**src/rtl/ram_monitor_pkg.sv**
```systemverilog
// Shared definitions for the UART monitor / boot controller:
// command and reply bytes, FSM state encoding and small decode helpers.
package ram_monitor_pkg;

    // Command bytes accepted in IDLE
    localparam logic [7:0] CMD_LOAD = 8'h4C;  // 'L'
    localparam logic [7:0] CMD_READ = 8'h52;  // 'R'
    localparam logic [7:0] CMD_GO   = 8'h47;  // 'G'

    // Reply bytes sent back over the UART
    localparam logic [7:0] RSP_OK   = 8'h2E;  // '.'
    localparam logic [7:0] RSP_ERR  = 8'h3F;  // '?'
    localparam logic [7:0] RSP_HALT = 8'h48;  // 'H'

    typedef enum logic [3:0] {
        ST_IDLE   = 4'd0,
        ST_ARGH   = 4'd1,
        ST_ARGL   = 4'd2,
        ST_ARGN   = 4'd3,
        ST_LDATA  = 4'd4,
        ST_WRITE  = 4'd5,
        ST_RADDR  = 4'd6,
        ST_RWAIT  = 4'd7,
        ST_RSEND  = 4'd8,
        ST_GO     = 4'd9,
        ST_RUN    = 4'd10,
        ST_TXWAIT = 4'd11,
        ST_TXGAP  = 4'd12
    } state_t;

    // Where the transmit sequence continues once a byte has gone out
    typedef enum logic [1:0] {
        NEXT_IDLE = 2'd0,  // reply finished, back to command parsing
        NEXT_READ = 2'd1,  // more dump bytes to fetch
        NEXT_OK   = 2'd2   // dump finished, send the OK reply
    } tx_next_t;

    // True for the three command bytes that take arguments
    function automatic logic is_cmd(input logic [7:0] b);
        return (b == CMD_LOAD) || (b == CMD_READ) || (b == CMD_GO);
    endfunction

endpackage

```
**src/rtl/ram_monitor_if.sv**
```systemverilog
// UART and program-RAM signal bundle seen by the monitor.
// master: the monitor side (drives RAM and UART tx),
// slave:  the UART/RAM side (drives rx, busy and read data).
interface ram_monitor_if #(
    parameter int AW = 9,
    parameter int DW = 8
);
    logic [DW-1:0] rx_byte;
    logic          received;
    logic [DW-1:0] tx_byte;
    logic          transmit;
    logic          is_transmitting;
    logic [AW-1:0] ram_raddr;
    logic [AW-1:0] ram_waddr;
    logic [DW-1:0] ram_dwrite;
    logic          ram_we;
    logic [DW-1:0] ram_dread;

    modport master (
        input  rx_byte, received, is_transmitting, ram_dread,
        output tx_byte, transmit, ram_raddr, ram_waddr, ram_dwrite, ram_we
    );

    modport slave (
        output rx_byte, received, is_transmitting, ram_dread,
        input  tx_byte, transmit, ram_raddr, ram_waddr, ram_dwrite, ram_we
    );
endinterface

```
**src/rtl/ram_monitor_ram_uart_mux.sv**
```systemverilog
// Combinational owner mux: while the CPU runs it sees the RAM and UART
// directly; otherwise the monitor drives them and the CPU sees a busy,
// silent UART.
module ram_uart_mux #(
    parameter int AW = 9,
    parameter int DW = 8
) (
    input  logic          running,
    // monitor side
    input  logic [AW-1:0] mon_raddr,
    input  logic [AW-1:0] mon_waddr,
    input  logic [DW-1:0] mon_dwrite,
    input  logic          mon_we,
    input  logic [DW-1:0] mon_tx_byte,
    input  logic          mon_transmit,
    // CPU side
    input  logic [AW-1:0] cpu_raddr,
    input  logic [AW-1:0] cpu_waddr,
    input  logic [DW-1:0] cpu_dwrite,
    input  logic          cpu_we,
    input  logic [DW-1:0] cpu_tx_byte,
    input  logic          cpu_transmit,
    // UART status/rx
    input  logic          uart_received,
    input  logic [DW-1:0] uart_rx_byte,
    input  logic          uart_is_transmitting,
    // muxed outputs
    output logic [AW-1:0] ram_raddr,
    output logic [AW-1:0] ram_waddr,
    output logic [DW-1:0] ram_dwrite,
    output logic          ram_we,
    output logic [DW-1:0] tx_byte,
    output logic          transmit,
    output logic          cpu_is_transmitting,
    output logic          cpu_received,
    output logic [DW-1:0] cpu_rx_byte
);

    // Select the RAM/UART owner; rx data is always visible, only the strobe is gated
    always_comb begin
        ram_raddr           = mon_raddr;
        ram_waddr           = mon_waddr;
        ram_dwrite          = mon_dwrite;
        ram_we              = mon_we;
        tx_byte             = mon_tx_byte;
        transmit            = mon_transmit;
        cpu_is_transmitting = 1'b1;
        cpu_received        = 1'b0;
        cpu_rx_byte         = uart_rx_byte;
        if (running) begin
            ram_raddr           = cpu_raddr;
            ram_waddr           = cpu_waddr;
            ram_dwrite          = cpu_dwrite;
            ram_we              = cpu_we;
            tx_byte             = cpu_tx_byte;
            transmit            = cpu_transmit;
            cpu_is_transmitting = uart_is_transmitting;
            cpu_received        = uart_received;
        end
    end

endmodule

```
**src/rtl/ram_monitor.sv**
```systemverilog
// UART monitor / boot controller. Parses L/R/G commands from the UART,
// loads and dumps the program RAM, then hands RAM and UART to the CPU
// until it reports halted.
module ram_monitor
    import ram_monitor_pkg::*;
#(
    parameter int AW = 9,
    parameter int DW = 8
) (
    input  logic          clk,
    input  logic          rst,
    ram_monitor_if.master bus,
    input  logic [AW-1:0] cpu_raddr,
    input  logic [AW-1:0] cpu_waddr,
    input  logic [DW-1:0] cpu_dwrite,
    input  logic          cpu_we,
    input  logic [DW-1:0] cpu_tx_byte,
    input  logic          cpu_transmit,
    output logic          cpu_is_transmitting,
    output logic          cpu_received,
    output logic [DW-1:0] cpu_rx_byte,
    output logic          cpu_start,
    output logic [AW-1:0] cpu_startaddr,
    input  logic          cpu_halted,
    output logic          running
);

    state_t        state;
    tx_next_t      tx_next;
    logic [DW-1:0] cmd;
    logic [AW-1:0] addr;
    logic [DW:0]   cnt;          // one extra bit so a count byte of 0 can mean 256
    logic [AW-1:0] mon_raddr;
    logic [AW-1:0] mon_waddr;
    logic [DW-1:0] mon_dwrite;
    logic          mon_we;
    logic [DW-1:0] mon_tx_byte;
    logic          mon_transmit;

    localparam logic [DW:0] CNT_ONE = {{DW{1'b0}}, 1'b1};
    localparam logic [DW:0] CNT_MAX = {1'b1, {DW{1'b0}}};

    // Command FSM: argument parsing, load writes, dump reads, transmit handshake, CPU run
    always_ff @(posedge clk or negedge rst) begin
        if (!rst) begin
            state         <= ST_IDLE;
            tx_next       <= NEXT_IDLE;
            cmd           <= '0;
            addr          <= '0;
            cnt           <= '0;
            mon_raddr     <= '0;
            mon_waddr     <= '0;
            mon_dwrite    <= '0;
            mon_we        <= 1'b0;
            mon_tx_byte   <= '0;
            mon_transmit  <= 1'b0;
            cpu_start     <= 1'b0;
            cpu_startaddr <= '0;
            running       <= 1'b0;
        end else begin
            case (state)
                ST_IDLE: begin
                    if (bus.received) begin
                        cmd <= bus.rx_byte;
                        if (is_cmd(bus.rx_byte)) begin
                            state <= ST_ARGH;
                        end else begin
                            mon_tx_byte <= RSP_ERR;
                            tx_next     <= NEXT_IDLE;
                            state       <= ST_TXWAIT;
                        end
                    end
                end

                ST_ARGH: begin
                    // only the low bit(s) of the high byte reach the address
                    if (bus.received) begin
                        addr[AW-1:DW] <= bus.rx_byte[AW-DW-1:0];
                        state         <= ST_ARGL;
                    end
                end

                ST_ARGL: begin
                    if (bus.received) begin
                        addr[DW-1:0] <= bus.rx_byte;
                        if (cmd == CMD_GO) begin
                            cpu_startaddr <= {addr[AW-1:DW], bus.rx_byte};
                            cpu_start     <= 1'b1;
                            state         <= ST_GO;
                        end else begin
                            state <= ST_ARGN;
                        end
                    end
                end

                ST_ARGN: begin
                    if (bus.received) begin
                        cnt   <= (bus.rx_byte == '0) ? CNT_MAX : {1'b0, bus.rx_byte};
                        state <= (cmd == CMD_LOAD) ? ST_LDATA : ST_RADDR;
                    end
                end

                ST_LDATA: begin
                    if (bus.received) begin
                        mon_waddr  <= addr;
                        mon_dwrite <= bus.rx_byte;
                        mon_we     <= 1'b1;
                        state      <= ST_WRITE;
                    end
                end

                ST_WRITE: begin
                    mon_we <= 1'b0;
                    addr   <= addr + 1'b1;
                    cnt    <= cnt - 1'b1;
                    if (cnt == CNT_ONE) begin
                        mon_tx_byte <= RSP_OK;
                        tx_next     <= NEXT_IDLE;
                        state       <= ST_TXWAIT;
                    end else begin
                        state <= ST_LDATA;
                    end
                end

                ST_RADDR: begin
                    mon_raddr <= addr;
                    state     <= ST_RWAIT;
                end

                // the RAM registers its read address, so data is valid one cycle later
                ST_RWAIT: begin
                    state <= ST_RSEND;
                end

                ST_RSEND: begin
                    mon_tx_byte <= bus.ram_dread;
                    addr        <= addr + 1'b1;
                    cnt         <= cnt - 1'b1;
                    tx_next     <= (cnt == CNT_ONE) ? NEXT_OK : NEXT_READ;
                    state       <= ST_TXWAIT;
                end

                ST_TXWAIT: begin
                    if (!bus.is_transmitting) begin
                        mon_transmit <= 1'b1;
                        state        <= ST_TXGAP;
                    end
                end

                // one spare cycle lets the UART raise busy before it is checked again
                ST_TXGAP: begin
                    mon_transmit <= 1'b0;
                    case (tx_next)
                        NEXT_READ: state <= ST_RADDR;
                        NEXT_OK: begin
                            mon_tx_byte <= RSP_OK;
                            tx_next     <= NEXT_IDLE;
                            state       <= ST_TXWAIT;
                        end
                        default:   state <= ST_IDLE;
                    endcase
                end

                ST_GO: begin
                    cpu_start <= 1'b0;
                    running   <= 1'b1;
                    state     <= ST_RUN;
                end

                ST_RUN: begin
                    if (cpu_halted) begin
                        running     <= 1'b0;
                        mon_tx_byte <= RSP_HALT;
                        tx_next     <= NEXT_IDLE;
                        state       <= ST_TXWAIT;
                    end
                end

                default: begin
                    state <= ST_IDLE;
                end
            endcase
        end
    end

    ram_uart_mux #(
        .AW(AW),
        .DW(DW)
    ) u_mux (
        .running              (running),
        .mon_raddr            (mon_raddr),
        .mon_waddr            (mon_waddr),
        .mon_dwrite           (mon_dwrite),
        .mon_we               (mon_we),
        .mon_tx_byte          (mon_tx_byte),
        .mon_transmit         (mon_transmit),
        .cpu_raddr            (cpu_raddr),
        .cpu_waddr            (cpu_waddr),
        .cpu_dwrite           (cpu_dwrite),
        .cpu_we               (cpu_we),
        .cpu_tx_byte          (cpu_tx_byte),
        .cpu_transmit         (cpu_transmit),
        .uart_received        (bus.received),
        .uart_rx_byte         (bus.rx_byte),
        .uart_is_transmitting (bus.is_transmitting),
        .ram_raddr            (bus.ram_raddr),
        .ram_waddr            (bus.ram_waddr),
        .ram_dwrite           (bus.ram_dwrite),
        .ram_we               (bus.ram_we),
        .tx_byte              (bus.tx_byte),
        .transmit             (bus.transmit),
        .cpu_is_transmitting  (cpu_is_transmitting),
        .cpu_received         (cpu_received),
        .cpu_rx_byte          (cpu_rx_byte)
    );

endmodule

```
**src/flat_wrapper.sv**
```systemverilog
// flat-port wrapper written by rule: the top's interface ports become plain ports
module ram_monitor_flat import ram_monitor_pkg::*;
#(
    parameter int AW = 9,
    parameter int DW = 8
)
  (clk, rst, cpu_raddr, cpu_waddr, cpu_dwrite, cpu_we, cpu_tx_byte, cpu_transmit, cpu_is_transmitting, cpu_received, cpu_rx_byte, cpu_start, cpu_startaddr, cpu_halted, running, bus_rx_byte, bus_received, bus_is_transmitting, bus_ram_dread, bus_tx_byte, bus_transmit, bus_ram_raddr, bus_ram_waddr, bus_ram_dwrite, bus_ram_we);
  ram_monitor_if #(.AW(AW), .DW(DW)) bus_i ();
  input  logic clk;
  input  logic rst;
  input  logic [AW-1:0] cpu_raddr;
  input  logic [AW-1:0] cpu_waddr;
  input  logic [DW-1:0] cpu_dwrite;
  input  logic cpu_we;
  input  logic [DW-1:0] cpu_tx_byte;
  input  logic cpu_transmit;
  output logic cpu_is_transmitting;
  output logic cpu_received;
  output logic [DW-1:0] cpu_rx_byte;
  output logic cpu_start;
  output logic [AW-1:0] cpu_startaddr;
  input  logic cpu_halted;
  output logic running;
  input wire logic [$bits(bus_i.rx_byte)-1:0] bus_rx_byte;
  input wire logic [$bits(bus_i.received)-1:0] bus_received;
  input wire logic [$bits(bus_i.is_transmitting)-1:0] bus_is_transmitting;
  input wire logic [$bits(bus_i.ram_dread)-1:0] bus_ram_dread;
  output wire logic [$bits(bus_i.tx_byte)-1:0] bus_tx_byte;
  output wire logic [$bits(bus_i.transmit)-1:0] bus_transmit;
  output wire logic [$bits(bus_i.ram_raddr)-1:0] bus_ram_raddr;
  output wire logic [$bits(bus_i.ram_waddr)-1:0] bus_ram_waddr;
  output wire logic [$bits(bus_i.ram_dwrite)-1:0] bus_ram_dwrite;
  output wire logic [$bits(bus_i.ram_we)-1:0] bus_ram_we;
  assign bus_i.rx_byte = bus_rx_byte;
  assign bus_i.received = bus_received;
  assign bus_i.is_transmitting = bus_is_transmitting;
  assign bus_i.ram_dread = bus_ram_dread;
  assign bus_tx_byte = bus_i.tx_byte;
  assign bus_transmit = bus_i.transmit;
  assign bus_ram_raddr = bus_i.ram_raddr;
  assign bus_ram_waddr = bus_i.ram_waddr;
  assign bus_ram_dwrite = bus_i.ram_dwrite;
  assign bus_ram_we = bus_i.ram_we;
  ram_monitor #(.AW(AW), .DW(DW)) u_core (.clk(clk), .rst(rst), .bus(bus_i), .cpu_raddr(cpu_raddr), .cpu_waddr(cpu_waddr), .cpu_dwrite(cpu_dwrite), .cpu_we(cpu_we), .cpu_tx_byte(cpu_tx_byte), .cpu_transmit(cpu_transmit), .cpu_is_transmitting(cpu_is_transmitting), .cpu_received(cpu_received), .cpu_rx_byte(cpu_rx_byte), .cpu_start(cpu_start), .cpu_startaddr(cpu_startaddr), .cpu_halted(cpu_halted), .running(running));
endmodule
```
**config.mk**
```make
export PLATFORM = sky130hd
export DESIGN_NAME = ram_monitor_flat
export DESIGN_NICKNAME = d
export VERILOG_FILES = /design/src/rtl/ram_monitor_pkg.sv /design/src/rtl/ram_monitor_if.sv /design/src/rtl/ram_monitor_ram_uart_mux.sv /design/src/rtl/ram_monitor.sv /design/src/flat_wrapper.sv
export SDC_FILE = /design/constraint.sdc
export NUM_CORES = 1
export LEC_CHECK = 0
export BUFFER_PORTS_ARGS = -buffer_cell sky130_fd_sc_hd__buf_2
export CAP_MARGIN = 30
export CORE_AREA = 2 2 163 101
export DETAILED_ROUTE_END_ITERATION = 7
export DIE_AREA = 0 0 165 103
export GPL_ROUTABILITY_DRIVEN = 0
export PLACE_DENSITY = 0.58
export SLEW_MARGIN = 30
export SYNTH_ARGS = -nofsm -noshare
export SYNTH_HDL_FRONTEND = slang
export SYNTH_HIERARCHICAL = 1
export SYNTH_SLANG_ARGS = --single-unit
```
**constraint.sdc**
```tcl
create_clock -name clk -period 4.6 [get_ports clk]
set_clock_uncertainty 0.1 [all_clocks]
set_input_delay 0.46 -clock clk [delete_from_list [all_inputs] [get_ports clk]]
set_output_delay 0.46 -clock clk [all_outputs]
set_load 0.05 [all_outputs]
```
==> summary.md <==
| Metric | Value |
|---|---|
| CP Max Fanout | 38 |
| Drt wl/cell | 16.28 µm |
| Slew @ Worst Pin | 0.7575 ns |
| Post-route cell area | 5562 µm² |
| Final setup fails | 0 |
| Main combinational cell family by area after synthesis | multiplexers |
| CP Class | register to register |
| Hold Vio Cnt, Final | 0 |
| Synth area leader | dfrtp_1 |
| Nets | 578 |
| Status | finished, final reports clean |
| CP Depth | 6 |
| Slew margin rel. | 49.12% |
| Post-Synth Simple-Gate Area | 14.51% |
| Most common cell in the netlist | dfrtp_1 |
| Initial Util | 29.30% |
| Critical Path Sink Type | register |
| Dpl hpwl | 8558 µm |
| Sequential area share after synthesis | 42.92% |
| Clock Sinks | 79 |
| Post-synthesis average cell area | 10.89 µm² |
| Vias | 3,766 |
| # port buffers | 113 |
| CTS Buf Count | 9 |
| Fmax | 395.5 MHz |
| Critical Path RT | 4.72 ns |
| Instance area after placement | 5226 µm² |
| VDD IR max | 0.5250 mV |
| DRT iter0 DRCs | 307 |
| HP Class | input port to async pin |
| Drc violations | 0 |
| Asr flop ratio synth | 100.0% |
| Fraction of layout cells with a size suffix above 1 | 43.76% |
| Post-CTS Setup Inserts | 0 |
| CTS Buffer Depth | 2 |
| Synthesized net count | 485 |
| Clock-pin slew on the worst setup and hold paths | 0.06 ns |
| Reg2Reg Depth | 6 |
| Post-synthesis mux area share | 21.73% |
| Area fraction in compound gates after synthesis | 13.77% |
| Slew Viols, Final | 0 |
| Worst Path Buf+Inv | 1 |
| Adder-cell share of the synthesized area | 1.358% |
| Remaining Overflow, GRT | 0 |
| Slowest stage cell, crit path | dfrtp_1 |
| Yosys warns | 6 |
| Synth Flop Type | dfrtp_1 |
| Row cnt | 36 |
| Core ar. | 15,720 µm² |
| FF+latch count, synth | 79 |
| Synth top area cells | dfrtp_1 (43%), mux2_2 (15%), mux2_4 (6.8%) |
| Routed Wire Length | 11,890 µm |
| Initial antenna violation count | 0 |
| RSZ-0062 raised after global routing | no |
| Vias in the first global route | 3,469 |
| Fin crit period | 2.529 ns |
| PD cells | 830.1 nW/µm² |
| Critical Path AT | 2.65 ns |
| Global-route wire length before repair | 18,310 µm |
| Most instantiated cells after synthesis | dfrtp_1 (79), mux2_2 (60), nand2_1 (34) |
| Largest net degree at the start of global routing | 80 |
| # resized after CTS | 0 |
| Root buf cell | clkbuf_16 |
| DIE HEIGHT | 103 µm |
| Cells after Synth | 423 |
| Layout area overhead | 20.76% |
| N_diodes | 0 |
| Top delay family on crit path | simple AND/OR/NAND/NOR gates |
| Drt pass-1 iters | 5 |
| Crit-path max cell delay | 0.72 ns |
| Area of the die | 17,000 µm² |
| CTS tree | built |
| Max Cap Viol | 0 |
| Remaining antenna violation count | 0 |
| Tot GR Track Use | 14.05% |
| CP startpoint kind | register |
| Worst-path cell chain | or3b_4 > a21oi_2 > buf_4 > or2_2 > o21ai_0 > o2bb2ai_1 |
| H-tree Lvls | 3 |
| Cts hold-fix bufs | 0 |
| Lkg Pwr | 0.002470 µW |
| Synth top area share | 42.92% |
| Synthesized area | 4606 µm² |
| Clock latency on the worst-skew pair | 0.34 ns |
| Post-synth EDFFs | 0 |
| Synth unique cells | 64 |
| Xor/xnor share of the synthesized area | 0% |
| Ports | 114 |
| Die Wd | 165 µm |
| Final worst path period share | 54.97% |
| Setup TNS | 0 ns |
| Vias per cell | 5.159 |
## worst register-to-register path: stages, from the launching register on
cell and delay (ns):
dfrtp_1 0.72, or3b_4 0.49, a21oi_2 0.14, buf_4 0.35, or2_2 0.32, o21ai_0 0.14
o2bb2ai_1 0.14
## registers in the layout, summed over array words and instances, names as in the netlist
signal,flops
u_core/cpu_startaddr,9
u_core/running,1
u_core/addr,9
u_core/mon_dwrite,8
u_core/mon_we,1
u_core/mon_waddr,9
u_core/mon_raddr,9
u_core/cnt,9
u_core/state,4
u_core/mon_tx_byte,8
u_core/mon_transmit,1
u_core/tx_next,2
u_core/cmd,8
u_core/cpu_start,1
## report_power, final
part	switching (µW)	leakage [µW]	total, µW	internal [µW]
Sequential	396	0.000949	1400	999
Clock	291	0.000159	784	493
Combinational	1520	0.00136	2440	913
Total	2210	0.00247	4620	2400
## placed cells by master (no fill, tap or decap), types with 2 or more instances in the layout
master     count
a2bb2oi_1      3
nand4b_1       2
mux2_2        60
nand2_1       34
nor3b_1        2
mux2_4        21
nor2b_1        4
o211ai_1       2
and3_1         2
bufinv_16      2
buf_2        112
nor2_4         2
nor4bb_1       3
ha_1           5
o2bb2ai_1      2
nand4_1        4
o22ai_1        8
inv_6          2
dfrtp_1       78
clkbuf_16      9
a31oi_1        4
a21oi_1       28
nor3_1         7
and3b_1        3
nor4_4         2
or4_1          2
nor2_1        16
o22a_1         2
a211oi_1       2
o2111ai_1      2
and4_1         2
a21o_1         6
nand2b_1       5
inv_1         11
a22oi_1        2
o21ai_0       23
nand3_1       14
## stage by stage
stage	power [µW]	util (%)	setup slack [ns]	std cells	hold WS (ns)
2_1_floorplan	3374	-	2.568	423	0.06441
3_3_place_gp	3792	33.25	2.172	714	0.3769
6_report	4617	35.38	2.071	730	0.03894
3_5_place_dp	3838	33.25	2.092	714	0.3869
5_1_grt	4902	35.38	1.926	730	0.09921
4_1_cts	4642	35.34	1.987	730	0.2262
## path summary, 6_finish.rpt
check / start / to / slack, ns
max: u_core/state[3]$_DFFE_PN0P_ / u_core/cnt[6]$_DFFE_PN0P_ / 2.07
min: rst / u_core/mon_tx_byte[0]$_DFFE_PN0P_ / 0.04
max reg2reg: u_core/state[3]$_DFFE_PN0P_ / u_core/cnt[6]$_DFFE_PN0P_ / 2.07
min reg2reg: u_core/mon_tx_byte[3]$_DFFE_PN0P_ / u_core/mon_tx_byte[3]$_DFFE_PN0P_ / 0.39
max in group asynchronous: rst / u_core/running$_DFFE_PN0P_ / 3.80
min in group clk: bus_ram_dread[7] / u_core/mon_tx_byte[7]$_DFFE_PN0P_ / 0.24
## cells by family after synthesis
kind of cell    after synthesis
buf+inv                      44
fa+ha+maj                     5
compound gates               97
mux                          82
simple gates                116
flops                        79
## area by class of cell
| cell class | count | area, µm² |
|---|---|---|
| well taps | 209 | 261.5 |
| repair buffers | 114 | 579.3 |
| inverters | 12 | 45.04 |
| clock buffers | 10 | 239.0 |
| clock inverters | 6 | 90.09 |
| flip-flops and latches | 79 | 1981 |
| fillers | 1550 | 10160 |
| multi-input cells | 300 | 2366 |
## layer usage
metal  track usage, %  up-vias  part of all wire, %
met3            3.379       12                  7.4
met1            19.49     1857                   48
met4            4.214        0                  1.1
met2            21.83      163                   43
met5                0        -                    0
li1                 -     1734                    -
Power figures use the tool's default switching activity.
